==> src/rtl/tc0100scn_rom_fetch.sv <==
// Toggle-handshake graphics ROM responder: one 32-bit tile-row fetch as two 16-bit arbiter reads.
// Optional single-entry fetch cache enabled by defining TC0100SCN_ROM_CACHE_EN.
module tc0100scn_rom_fetch #(
  parameter int ADDR_W = 21
) (
  input  logic              clk,
  input  logic              reset,
  input  logic [ADDR_W-1:0] rom_address,
  input  logic              rom_req,
  output logic [31:0]       rom_data,
  output logic              rom_ack,
  output logic [ADDR_W-2:0] mem_addr,
  output logic              mem_req,
  input  logic [15:0]       mem_data,
  input  logic              mem_ack,
  input  logic              cache_inval
);

  typedef enum logic [1:0] {IDLE, RD_LO, RD_HI, DONE} state_t;

  state_t      state;
  logic        req_seen;
  logic [15:0] lo;
  logic [15:0] hi;
  logic        pending;

  assign pending = (rom_req != req_seen);

`ifdef TC0100SCN_ROM_CACHE_EN
  logic              cache_valid;
  logic [ADDR_W-1:2] cache_tag;
  logic [31:0]       cache_data;
  logic [ADDR_W-1:2] cur_a;
  logic              hit_r;
  logic              fill_ok;
  logic              hit;
  logic [1:0]        unused_addr_lsb;

  // An invalidate on the detect edge wins over a stale tag match.
  assign hit = cache_valid && !cache_inval && (cache_tag == rom_address[ADDR_W-1:2]);
  assign unused_addr_lsb = rom_address[1:0];

  always_ff @(posedge clk) begin
    if (reset) begin
      state       <= IDLE;
      req_seen    <= 1'b0;
      rom_data    <= '0;
      rom_ack     <= 1'b0;
      mem_req     <= 1'b0;
      mem_addr    <= '0;
      lo          <= '0;
      hi          <= '0;
      cache_valid <= 1'b0;
      cache_tag   <= '0;
      cache_data  <= '0;
      cur_a       <= '0;
      hit_r       <= 1'b0;
      fill_ok     <= 1'b0;
    end else begin
      if (cache_inval) begin
        cache_valid <= 1'b0;
        fill_ok     <= 1'b0;
      end
      unique case (state)
        IDLE: begin
          if (pending) begin
            req_seen <= rom_req;
            cur_a    <= rom_address[ADDR_W-1:2];
            fill_ok  <= !cache_inval;
            hit_r    <= hit;
            if (hit) begin
              state <= DONE;
            end else begin
              mem_req  <= 1'b1;
              mem_addr <= {rom_address[ADDR_W-1:2], 1'b0};
              state    <= RD_LO;
            end
          end
        end
        RD_LO: begin
          if (mem_ack) begin
            lo          <= mem_data;
            mem_addr[0] <= 1'b1;
            state       <= RD_HI;
          end
        end
        RD_HI: begin
          if (mem_ack) begin
            hi      <= mem_data;
            mem_req <= 1'b0;
            state   <= DONE;
          end
        end
        DONE: begin
          rom_data <= hit_r ? cache_data : {hi, lo};
          rom_ack  <= req_seen;
          // A fetch overlapped by an invalidate returns memory data but is not kept.
          if (!hit_r && fill_ok && !cache_inval) begin
            cache_valid <= 1'b1;
            cache_tag   <= cur_a;
            cache_data  <= {hi, lo};
          end
          state <= IDLE;
        end
        default: state <= IDLE;
      endcase
    end
  end
`else
  logic [2:0] unused_inputs;

  assign unused_inputs = {rom_address[1:0], cache_inval};

  always_ff @(posedge clk) begin
    if (reset) begin
      state    <= IDLE;
      req_seen <= 1'b0;
      rom_data <= '0;
      rom_ack  <= 1'b0;
      mem_req  <= 1'b0;
      mem_addr <= '0;
      lo       <= '0;
      hi       <= '0;
    end else begin
      unique case (state)
        IDLE: begin
          if (pending) begin
            req_seen <= rom_req;
            mem_req  <= 1'b1;
            mem_addr <= {rom_address[ADDR_W-1:2], 1'b0};
            state    <= RD_LO;
          end
        end
        RD_LO: begin
          if (mem_ack) begin
            lo          <= mem_data;
            mem_addr[0] <= 1'b1;
            state       <= RD_HI;
          end
        end
        RD_HI: begin
          if (mem_ack) begin
            hi      <= mem_data;
            mem_req <= 1'b0;
            state   <= DONE;
          end
        end
        DONE: begin
          rom_data <= {hi, lo};
          rom_ack  <= req_seen;
          state    <= IDLE;
        end
        default: state <= IDLE;
      endcase
    end
  end
`endif

endmodule

==> config.mk <==
export PLATFORM = sky130hd
export DESIGN_NAME = tc0100scn_rom_fetch
export DESIGN_NICKNAME = d
export VERILOG_FILES = /design/src/rtl/tc0100scn_rom_fetch.sv
export SDC_FILE = /design/constraint.sdc
export NUM_CORES = 1
export LEC_CHECK = 0
export ABC_CLOCK_PERIOD_IN_PS = 4000
export BUFFER_PORTS_ARGS = -buffer_cell sky130_fd_sc_hd__buf_2
export CORE_ASPECT_RATIO = 0.5
export CORE_MARGIN = 4
export CORE_UTILIZATION = 23
export CTS_CLUSTER_DIAMETER = 80
export CTS_CLUSTER_SIZE = 20
export DETAILED_ROUTE_END_ITERATION = 10
export PLACE_DENSITY = 0.5
export SETUP_SLACK_MARGIN = 0.2
export SLEW_MARGIN = 20
export SYNTH_ARGS = -nofsm -noshare
export SYNTH_HDL_FRONTEND = slang
export SYNTH_SLANG_ARGS = --single-unit
export TNS_END_PERCENT = 5
==> constraint.sdc <==
create_clock -name clk -period 4 [get_ports clk]
set_input_delay 0.4 -clock clk [delete_from_list [all_inputs] [get_ports clk]]
set_output_delay 0.4 -clock clk [all_outputs]
set_load 0.03 [all_outputs]
==> reports/results.ini <==
[finish]
syn_to_final_growth_pct=26.88
final_common_cell=buf_2
num_antenna_cells=0
final_cell_area_sq_mm=0.004247
layout.nets=498
final_cell_mix=buf_2 (92), dfxtp_1 (89), nand2_1 (67)
final_layout_size_suffix_gt1_frac=0.2555
layout.cells.non_filler=646

[timing]
setup_viol=0
slew_headroom=0.2615
rsz0062_at_grt=false
tns_ns=0
skew_ns=0.01080
period_needed_ns=1.847
fin_crit_sh=0.4617
drv_slew=0
finalHoldViolCount=0
tightest_slew_ns=1.108
max_freq_mhz=541.5

[critical_path]
r2r_slack_ns=2.15
cp-start-kind=flip-flop
max_stage_delay_ns=0.94
cp.required_ns=4.21
worstPathArrival_ns=2.06
r2r.worst_path.cells=3
critical_path.n_buffers_inverters=0
cp_slowest_cell=ha_2
worstReg2RegStart=state[0]
crit_type=reg -> reg
critical_path.top_delay_family=adder cells
r2r-end=rom_data[17]
crit_chain=ha_2 -> mux2i_1 -> nor2_1
critPathMaxFanout=33
cp-end-kind=flip-flop

[clocking]
cts_buffer_depth=2
cts_resized=0
cts_hold_buffers=0
numCtsBuffers=9
tritoncts=built
clock-root-buffer=clkbuf_16
clk-insertion-delay-late_ns=0.34
cts_setup_buffers=0
path_clk_slew_ns=0.07
clock-sinks=89
htreeDepth=3

[outcome]
status=finished, final reports clean

[global_routing]
gr-total-overflow=0
grt_max_degree=47
antenna_found_initial=0
grt_pass1_wl_um=14110
grtUsageTotal=0.1074
grt_pass1_vias=2685

[routing]
drc=0
routed_wl_um=8821
drt_first_pass_iters=4
num_vias=2724
ant_nets=0
wl_per_cell_um=13.65
drt-initial-drc-count=173
vias_per_cell=4.217

[synthesis]
synth-seq-cells=89
ys_warn_count=0
synth_area_sq_mm=0.003347
ys_seq_area_frac=0.5323
syn_nets=422
syn_avg_cell_area_sq_um=8.973
synth_cells=373
yosysUniqueCellTypes=28

[place]
finalWeightedCongestion=0.6969
dp.cells=630
io_buffers=92
dp_hpwl_um=5638
dpl_cell_area_sq_mm=0.003943

[power_and_ir_drop]
ir_drop_mv=0.2607
leakage_nw=1.695
p_per_area_mw_per_mm2=621.8

[die]
dieArea_sq_mm=0.01666
rows=30
coreArea_sq_mm=0.01389
die_y_um=93.30
die_w_um=178.6
ios=96
initial_core_util=0.2410

[min_path]
holdPathEnd=mem_addr[8]
min_from=rom_address[9]
min_delay_path_depth=3
hp-class=in -> reg

[job]
drv_cap=0

routing by layer:
layer  vias up  GRT usage  routed length [um]
met3        10    0.02787                 364
met1      1262     0.1408                4253
met2        52     0.1714                4080
met4         0    0.03829                 123
li1       1400          -                   -
met5         -          0                   0
worst reg2reg max path, cell delays in order, from the launching register on:
cell and delay (ns):
dfxtp_1 0.41, ha_2 0.94, mux2i_1 0.32, nor2_1 0.05
Yosys cell counts:
library cell | instances | share of area
nor2_1 | 34 | 0.038
o21ai_0 | 20 | 0.030
and2_1 | 2 | 0.0037
ha_1 | 7 | 0.026
a2111oi_0 | 2 | 0.0052
a31o_2 | 1 | 0.0026
a41o_1 | 1 | 0.0030
nand2b_1 | 1 | 0.0019
nand3_1 | 19 | 0.028
a21oi_1 | 52 | 0.078
o21ba_2 | 1 | 0.0030
clkbuf_1 | 11 | 0.012
o2111ai_1 | 1 | 0.0026
nand2_1 | 67 | 0.075
a211oi_1 | 1 | 0.0022
buf_4 | 4 | 0.0090
o21bai_1 | 1 | 0.0022
inv_1 | 5 | 0.0056
a21o_2 | 1 | 0.0026
xor2_1 | 1 | 0.0026
buf_2 | 7 | 0.010
buf_1 | 3 | 0.0034
clkbuf_2 | 4 | 0.0060
dfxtp_1 | 89 | 0.53
o31ai_2 | 1 | 0.0037
mux2i_1 | 35 | 0.10
xnor2_1 | 1 | 0.0026
a311oi_1 | 1 | 0.0026
layout make-up:
cell class                 instances  area [sq um]
fill                            1500          9642
sequential                        89          1782
multi-input combinational        250          1449
timing repair buffer              94         475.5
tap                              192         240.2
clock buffer                      10         229.0
clock inverter                     6         52.55
inverter                           5         18.77
how the worst max path moves through the flow:
stage / from / endpoint / slack [ns] / cells after the start
after floorplan: state[1] / state[0] / 2.54 / 5
after global placement: rom_req / mem_addr[0] / 1.98 / 4
after detailed placement: rom_req / mem_req / 1.99 / 4
after CTS: req_seen / mem_addr[0] / 2.08 / 3
after global routing: state[1] / mem_req / 1.99 / 6
final: state[0] / rom_data[17] / 2.15 / 3
cells by family (layout without fill, tap and decap cells):
group | Yosys count | in the layout | synth area share
and+or+nand+nor | 123 | 123 | 0.1473
DFF | 89 | 89 | 0.5323
AOI/OAI and AO/OA | 83 | 83 | 0.1376
adders and majority gates | 7 | 7 | 0.02617
xor gates and xnor gates | 2 | 2 | 0.005235
buffers and inverters | 34 | 115 | 0.04673
muxes | 35 | 35 | 0.1047
stage by stage:
stage	utilization	setup slack (ns)	power, W	hold slack [ns]
floorplan	-	2.544	0.001637	0.4360
global placement	0.2839	1.979	0.001840	0.4460
detailed placement	0.2839	1.992	0.001845	0.4478
CTS	0.3041	2.076	0.002671	0.2911
global route	0.3058	1.993	0.002800	0.3002
finish	0.3058	2.153	0.002641	0.3014
state kept, by name (all words and copies together) (netlist names):
signal    cells
rom_data     32
mem_addr     20
hi           16
lo           16
state         2
mem_req       1
req_seen      1
rom_ack       1
power by group:
part | total (W) | leakage, nW | internal (W) | switching [W]
logic | 0.000774 | 0.842 | 0.000243 | 0.000530
registers | 0.00106 | 0.722 | 0.000994 | 0.0000645
clock network | 0.000808 | 0.131 | 0.000430 | 0.000378
(Power assumes the default switching activity.)
